### src/rtl/lsu_pkg.sv
// Shared types and access-decoding helpers for the load/store controller.
package lsu_pkg;

    typedef enum logic [1:0] {
        IDLE  = 2'd0,
        ISSUE = 2'd1,
        WAIT  = 2'd2,
        RESP  = 2'd3
    } state_t;

    localparam logic [2:0] F3_B  = 3'b000;
    localparam logic [2:0] F3_H  = 3'b001;
    localparam logic [2:0] F3_W  = 3'b010;
    localparam logic [2:0] F3_BU = 3'b100;
    localparam logic [2:0] F3_HU = 3'b101;

    // Unsigned widths only make sense for loads.
    function automatic logic is_legal(input logic we, input logic [2:0] funct3);
        case (funct3)
            F3_B, F3_H, F3_W: return 1'b1;
            F3_BU, F3_HU:     return !we;
            default:          return 1'b0;
        endcase
    endfunction

    function automatic logic is_misaligned(input logic [2:0] funct3, input logic [1:0] addr_lo);
        case (funct3)
            F3_H, F3_HU: return addr_lo[0];
            F3_W:        return addr_lo != 2'b00;
            default:     return 1'b0;
        endcase
    endfunction

endpackage

### src/rtl/lsu_lane_align.sv
// Byte-lane steering: store byte enables / replicated write data, and
// extraction plus sign/zero extension of load data.
module lsu_lane_align
    import lsu_pkg::*;
(
    input  logic [2:0]  funct3,
    input  logic [1:0]  addr_lo,
    input  logic [31:0] rdata,
    input  logic [31:0] wdata,
    output logic [3:0]  be,
    output logic [31:0] wdata_lane,
    output logic [31:0] load_data
);

    logic [7:0]  byte_sel;
    logic [15:0] half_sel;

    always_comb begin
        be         = 4'b0000;
        wdata_lane = '0;
        case (funct3[1:0])
            2'b00: begin
                be         = 4'b0001 << addr_lo;
                wdata_lane = {4{wdata[7:0]}};
            end
            2'b01: begin
                be         = 4'b0011 << addr_lo;
                wdata_lane = {2{wdata[15:0]}};
            end
            default: begin
                be         = 4'b1111;
                wdata_lane = wdata;
            end
        endcase
    end

    always_comb begin
        byte_sel = rdata[7:0];
        case (addr_lo)
            2'd0:    byte_sel = rdata[7:0];
            2'd1:    byte_sel = rdata[15:8];
            2'd2:    byte_sel = rdata[23:16];
            default: byte_sel = rdata[31:24];
        endcase
        half_sel = addr_lo[1] ? rdata[31:16] : rdata[15:0];
    end

    always_comb begin
        load_data = '0;
        case (funct3)
            F3_B:    load_data = {{24{byte_sel[7]}}, byte_sel};
            F3_H:    load_data = {{16{half_sel[15]}}, half_sel};
            F3_W:    load_data = rdata;
            F3_BU:   load_data = {24'd0, byte_sel};
            F3_HU:   load_data = {16'd0, half_sel};
            default: load_data = '0;
        endcase
    end

endmodule

### src/rtl/lsu_ctrl.sv
// Single-outstanding load/store controller driving a word-wide RAM with
// byte enables and a one-cycle registered read.
module lsu_ctrl
    import lsu_pkg::*;
#(
    parameter int ADDR_WIDTH = 32,
    parameter int MEM_LAT    = 1
) (
    input  logic                  clk,
    input  logic                  rst_n,
    input  logic                  req_valid,
    output logic                  req_ready,
    input  logic                  req_we,
    input  logic [2:0]            req_funct3,
    input  logic [ADDR_WIDTH-1:0] req_addr,
    input  logic [31:0]           req_wdata,
    output logic                  rsp_valid,
    output logic [31:0]           rsp_rdata,
    output logic                  rsp_err,
    output logic                  mem_en,
    output logic                  mem_we,
    output logic [3:0]            mem_be,
    output logic [ADDR_WIDTH-1:0] mem_addr,
    output logic [31:0]           mem_wdata,
    input  logic [31:0]           mem_rdata
);

    if (MEM_LAT != 1) begin : g_bad_mem_lat
        $error("lsu_ctrl: MEM_LAT must be 1");
    end

    state_t     state;
    logic       we_q;
    logic [2:0] funct3_q;
    logic [1:0] addr_lo_q;

    logic [2:0]  align_funct3;
    logic [1:0]  align_addr_lo;
    logic [3:0]  align_be;
    logic [31:0] align_wdata;
    logic [31:0] align_load;
    logic        req_bad;

    // Handshake: a request transfers on a rising edge where req_valid and
    // req_ready are both high; req_ready is high exactly in IDLE. The
    // response is a single-cycle rsp_valid strobe with no backpressure.
    assign req_ready = (state == IDLE);

    // In IDLE the aligner steers the incoming store; afterwards it extracts
    // load data for the captured access.
    assign align_funct3  = (state == IDLE) ? req_funct3    : funct3_q;
    assign align_addr_lo = (state == IDLE) ? req_addr[1:0] : addr_lo_q;

    assign req_bad = !is_legal(req_we, req_funct3) || is_misaligned(req_funct3, req_addr[1:0]);

    lsu_lane_align u_align (
        .funct3     (align_funct3),
        .addr_lo    (align_addr_lo),
        .rdata      (mem_rdata),
        .wdata      (req_wdata),
        .be         (align_be),
        .wdata_lane (align_wdata),
        .load_data  (align_load)
    );

    always_ff @(posedge clk or negedge rst_n) begin
        if (!rst_n) begin
            state     <= IDLE;
            we_q      <= 1'b0;
            funct3_q  <= 3'b000;
            addr_lo_q <= 2'b00;
            rsp_valid <= 1'b0;
            rsp_rdata <= '0;
            rsp_err   <= 1'b0;
            mem_en    <= 1'b0;
            mem_we    <= 1'b0;
            mem_be    <= 4'b0000;
            mem_addr  <= '0;
            mem_wdata <= '0;
        end else begin
            rsp_valid <= 1'b0;
            rsp_rdata <= '0;
            rsp_err   <= 1'b0;
            mem_en    <= 1'b0;
            mem_we    <= 1'b0;
            mem_be    <= 4'b0000;
            mem_addr  <= '0;
            mem_wdata <= '0;
            case (state)
                IDLE: begin
                    if (req_valid) begin
                        we_q      <= req_we;
                        funct3_q  <= req_funct3;
                        addr_lo_q <= req_addr[1:0];
                        if (req_bad) begin
                            rsp_valid <= 1'b1;
                            rsp_err   <= 1'b1;
                            state     <= RESP;
                        end else begin
                            mem_en    <= 1'b1;
                            mem_we    <= req_we;
                            mem_be    <= req_we ? align_be : 4'b1111;
                            mem_addr  <= {req_addr[ADDR_WIDTH-1:2], 2'b00};
                            mem_wdata <= req_we ? align_wdata : 32'd0;
                            state     <= ISSUE;
                        end
                    end
                end
                ISSUE: begin
                    if (we_q) begin
                        rsp_valid <= 1'b1;
                        state     <= RESP;
                    end else begin
                        state <= WAIT;
                    end
                end
                WAIT: begin
                    rsp_valid <= 1'b1;
                    rsp_rdata <= align_load;
                    state     <= RESP;
                end
                default: begin
                    state <= IDLE;
                end
            endcase
        end
    end

endmodule

### config.mk
export PLATFORM = sky130hd
export DESIGN_NAME = lsu_ctrl
export DESIGN_NICKNAME = d
export VERILOG_FILES = /design/src/rtl/lsu_pkg.sv /design/src/rtl/lsu_lane_align.sv /design/src/rtl/lsu_ctrl.sv
export SDC_FILE = /design/constraint.sdc
export NUM_CORES = 1
export LEC_CHECK = 0
export ABC_AREA = 1
export ABC_CLOCK_PERIOD_IN_PS = 4300
export BUFFER_PORTS_ARGS = -buffer_cell sky130_fd_sc_hd__clkbuf_2
export CAP_MARGIN = 20
export CORE_UTILIZATION = 53
export CTS_BUF_LIST = sky130_fd_sc_hd__clkbuf_16
export CTS_CLUSTER_DIAMETER = 80
export DETAILED_ROUTE_END_ITERATION = 10
export MAX_ROUTING_LAYER = met4
export PLACE_DENSITY = 0.89
export SYNTH_ARGS = -nofsm -noshare
export SYNTH_HDL_FRONTEND = slang
export SYNTH_SLANG_ARGS = --single-unit
### constraint.sdc
create_clock -name clk -period 4.3 [get_ports clk]
set_input_delay 0.43 -clock clk [delete_from_list [all_inputs] [get_ports clk]]
set_output_delay 0.43 -clock clk [all_outputs]
set_load 0.02 [all_outputs]
======== Word level (Yosys, flattened, before mapping) ========
Cells that the tools add are included.
word-level totals
  register bits ........................... 112
  bits of input ports ..................... 103
  word-level logic and storage cells ...... 77
  output and inout port bits .............. 105
operators by class
  reductions and logical operators ........ 13
  eq/ne operators ......................... 14
  muxes and demuxes ....................... 36
  shift-type cells ........................ 2
operator list
  operator                                             number
  two-way mux 32 bit                                   8
  one-hot mux 32 bit (5 select lines)                  1
  one-hot mux 32 bit (2 select lines)                  1
  one-hot mux 8 bit (3 select lines)                   1
  two-way mux 16 bit                                   1
  two-way mux 4 bit                                    4
  equality test 3 bit, second input constant           4
  two-way mux 1 bit                                    11
  one-hot mux 4 bit (2 select lines)                   1
  equality test 2 x 1 -> 1 bit, second input constant  3
  equality test 3 x 1 -> 1 bit, second input constant  2
  equality test 3 x 2 -> 1 bit, second input constant  2
  logical NOT 2 bit                                    3
  logical NOT 3 bit                                    2
  two-way mux 2 bit                                    3
  one-hot mux 2 bit (3 select lines)                   1
  equality test 2 bit, second input constant           2
  one-hot mux 1 bit (2 select lines)                   2
  OR reduction 2 bit                                   2
  left shift 1 x 2 -> 4 bit, first input constant      1
  left shift 2 x 2 -> 4 bit, first input constant      1
  two-way mux 3 bit                                    1
  one-hot mux 1 bit (3 select lines)                   1
  OR reduction 3 bit                                   1
  5 further kinds                                      6

======== Longest topological paths before layout ========
  word-level depth ........................ 8
  gate-level depth with buffers ........... 12
  gate-level depth less buffers ........... 11

======== Cells and area by module ========
A second synthesis with hierarchy kept.
unflattened totals
  cells, all modules ...................... 720
  area, all modules ....................... 5480.3 um^2
by module, submodules not included
  module          times used  seq. area each (um^2)  cells each  area each (um^2)
  lsu_ctrl        1           2752.6                 384         4050.1
  lsu_lane_align  1           0.0                    336         1430.1

======== Worst setup path after synthesis ========
Ideal clock, no wire load.
  path kind ............................... register -> register
  start point ............................. reg state[0]
  end point ............................... reg rsp_rdata[21]
  required time ........................... 4.153 ns
  data arrival time ....................... 1.722 ns
  setup time .............................. 0.147 ns
  path slack .............................. 2.431 ns
  clock period less this slack ............ 1.869 ns
  buffers on the path ..................... 2
  stages on the path, launching flop included .. 12
  cells stage by stage .................... dfrtp_1 > inv_1 > ha_1 > inv_2 > nand2_1 > nand2_4 > buf_12 > nand3_4 > buf_2 > nor2_1 > nor2_1 > a21oi_2
between the ends
  word-level cells in the longest chain between the ends .. 6
  elaborated cells between the ends (all ways) .. 16
  those cells by class .................... 7 x eq/ne; 6 x mux; 3 x reduce/logical
RTL lines
  element                                      RTL line              source
  start: declaration                           lsu_ctrl.sv:32        state_t state;
  start signal: assignment                     lsu_ctrl.sv:68        state <= IDLE;
  start signal: assignment                     lsu_ctrl.sv:98        state <= RESP;
  start signal: assignment                     lsu_ctrl.sv:105       state <= ISSUE;
  logical NOT 2 bit (*)                        --
  net req_ready                                lsu_ctrl.sv:12        output logic req_ready,
  two-way mux 2 bit                            lsu_ctrl.sv:52        assign align_addr_lo = (state == IDLE) ? req_addr[1:0] : addr_lo_q;
  equality test 2 bit (tied with other cells)  lsu_lane_align.sv:39  case (addr_lo)
  one-hot mux 8 bit (3 select lines)           lsu_lane_align.sv:39
  one-hot mux 32 bit (5 select lines) (*)      lsu_lane_align.sv:50  case (funct3)
  two-way mux 32 bit (*)                       lsu_ctrl.sv:89        case (state)
  end signal: assignment                       lsu_ctrl.sv:119       rsp_rdata <= align_load;
  end: declaration                             lsu_ctrl.sv:18        output logic [31:0] rsp_rdata,
The timed path passes the listed nets; every way through them passes the cells marked *.
A chain may end at the register's enable or synchronous reset.

======== Worst setup path in the final report ========
  start point ............................. reg state[0]
  end point ............................... reg rsp_rdata[0]
between the ends
  word-level cells in the longest chain between the ends .. 6
  elaborated cells between the ends (all ways) .. 16
  those cells by class .................... 7 x eq/ne; 6 x mux; 3 x reduce/logical
RTL lines
  element                                      RTL line
  logical NOT 2 bit                            lsu_ctrl.sv:51, lsu_ctrl.sv:52
  two-way mux 2 bit                            lsu_ctrl.sv:52
  equality test 2 bit (tied with other cells)  lsu_lane_align.sv:39
  one-hot mux 8 bit (3 select lines)           lsu_lane_align.sv:39
  one-hot mux 32 bit (5 select lines)          lsu_lane_align.sv:50
  two-way mux 32 bit (*)                       lsu_ctrl.sv:89
Mark *: on every way between the ends. The rest lies on a longest branch, timed or not.

==> metrics.txt <==
die area 10300 um2; GR Util All Layers between 20% and 30%; max_cap viols 0; minimum clock period 2.84 ns; Top FF cell, synth dfrtp_1; startpoint types flip-flop; Hold WC Path Type in2async; Synth area leader dfrtp_1; Clock Latency Late Sink 0.34 ns; Reg2Reg Depth 10; wire length of the first global-routing pass between 20000 and 25000 um; Post-CTS Resized 0; DRC errors left 0; Area Overhead vs Synth 25.8%; drt total wl between 10000 and 15000 um; synthesized cell area around 5300 um2; CORE AREA ~9400 um2; Die Span Y a little over 100 um; Port Buffer Count 205; vias in the first global route around 4600; largest net degree at the start of global routing between 80 and 90; final setup violation count 0; Synth Instances around 630; Total Power roughly 4.4 mW; Max FO, Critical Path 16; initial cell density of the core ~56%; worst reg2reg path endpoint rsp_rdata[0]$_DFF_PN0_; # IOs around 210; unique cell type count in the Yosys netlist 29; Antenna Cells 0; fraction of layout cells with a size suffix above 1 between 30% and 40%; DP HPWL between 10000 and 15000 um; most common cell in the netlist nor2_1; clk slew on worst S/H paths around 0.08 ns; H-tree levels 3; P_leak roughly 4 nW; number of synthesized register bits 110; maximum VDD drop 0.000441 V; Nets 929; WP data required around 4.6 ns; ys async rst share 100%; CP Data Arrival Time 3.11 ns; Worst R2R Setup Slack around 1.5 ns; post-detailed-route wirelength per cell roughly 15 um; final hold violations 0; max_slew headroom 31.7%; Rows 35; GRT Residual Overflow 0; die extent in x between 100 and 150 um; synth top area cells dfrtp_1, nor2_1, nand2_1; Iteration-0 DRC Markers 362; RD Place Congestion approximately 0.95; final period utilization 66.0%; mean post-synth cell area 8.29 um2; CTS tree done; DR vias a little under 5000; post-route ant nets 0; hold_buf cts 0; outcome completed; Post-synth top cells nor2_1, nand2_1, dfrtp_1; Max clock buf depth 2; sequential fraction of the synthesis area 52.3%; Least-Margin Pin Slew a little over 1 ns; Power Dens Cells 666 nW/um2; synth warn 0; Setup TNS 0 ns; CTS buffer count 9; Fmax achieved 352 MHz; critical path type reg2reg; top cell type's share of synthesized area 52.3%; worst flop-to-flop path startpoint state[0]$_DFFE_PN0P_; EDFF count, synth 0; initial antenna violation count 0; skew final ~0.0086 ns; vias per inst 5.11; Post-CTS Setup Bufs 0; RSZ-0062 raised after global routing false; Clock Root Buffer clkbuf_16; Pins Over Slew Limit 0; CP Capture Type flip-flop; DRT Pass-1 Iters 5; CTS Sinks 110
power breakdown:
part	total [mW]	switching (mW)	internal [mW]	leakage (nW)
sequential	1.31	0.0799	1.23	1.51
combinational	2.19	1.57	0.625	2.29
clock	0.899	0.422	0.477	0.162
how the worst max path moves through the flow:
stage                          from                 endpoint  slack (ns)  cells past startpoint
6_report       state[0]$_DFFE_PN0P_   rsp_rdata[0]$_DFF_PN0_        1.46                     10
5_1_grt        state[0]$_DFFE_PN0P_   rsp_rdata[0]$_DFF_PN0_        1.09                     10
4_1_cts        state[0]$_DFFE_PN0P_   rsp_rdata[0]$_DFF_PN0_        1.52                     10
3_5_place_dp   state[0]$_DFFE_PN0P_   rsp_rdata[0]$_DFF_PN0_        1.52                     10
3_3_place_gp   state[0]$_DFFE_PN0P_   rsp_rdata[6]$_DFF_PN0_        1.69                     10
2_1_floorplan  state[0]$_DFFE_PN0P_  rsp_rdata[21]$_DFF_PN0_        2.43                     11
metal layers:
metal  vias to the layer above  share of wire [%]  track usage (%)  wire (um)
li1                       2334                  -                -          -
met1                      2243                 39             35.5       5580
met2                       258                 50             48.8       7030
met3                        50                7.9             4.97       1110
met4                         0                3.0             10.5        428
met5                         -                  0                -          0
flip-flops by register name, summed over array words and instances, names as in the netlist, 2 cells and up:
name and count:
addr_lo_q 2, mem_wdata 32, rsp_rdata 32, state 2, funct3_q 3, mem_be 4
mem_addr 30
area by class of cell:
cell class	count	area, um2
fillers	715	2800
inverters	104	390
flip-flops and latches	110	2750
multi-input cells	389	1920
repair buffers	208	1060
clock buffers	9	225
well taps	129	161
clock inverters	7	105
per-stage QoR:
step / worst slack [ns] / std cells / util, % / hold slack [ns] / cell area [um2]
2_1_floorplan: 2.43 / 635 / - / 0.134 / 5260
3_3_place_gp: 1.69 / 939 / 66.6 / 0.471 / 6270
3_5_place_dp: 1.52 / 939 / 66.6 / 0.476 / 6270
4_1_cts: 1.52 / 955 / 70.1 / 0.261 / 6600
5_1_grt: 1.09 / 956 / 70.3 / 0.0620 / 6620
6_report: 1.46 / 956 / 70.3 / 0.0350 / 6620
worst max-delay path, cell delays in order (launching register included):
cell	delay (ns)
dfrtp_1	0.42
inv_1	0.10
ha_1	0.48
inv_2	0.18
nand2_1	0.42
nand2_1	0.44
nor2_1	0.39
nand2_1	0.08
nand2_1	0.08
nand2_1	0.05
a21oi_1	0.11
logic make-up after synthesis:
| family | count (synthesis) | share of synthesized area, % |
|---|---|---|
| AO/OA/AOI/OAI | 76 | 10.2 |
| flip-flops | 110 | 52.3 |
| AND/OR/NAND/NOR | 307 | 25.2 |
| other | 1 | 0.0713 |
| adder cells (fa/ha/maj) | 4 | 0.952 |
| buffers and inverters | 136 | 11.3 |
cells in the final DEF (no fill, tap or decap), types with 3 or more instances in the layout:
master / n
nor2_1: 127
o21ai_0: 10
dfrtp_1: 110
nand2_4: 5
a21oi_2: 21
ha_1: 4
clkbuf_2: 204
nand3b_1: 4
nand4_1: 8
a21oi_1: 25
nand3_1: 42
clkbuf_16: 9
nand2_2: 4
nand2_1: 112
buf_4: 3
inv_1: 103
inv_8: 3
o221ai_1: 16
No activity file was read; power rests on OpenSTA's default activity.
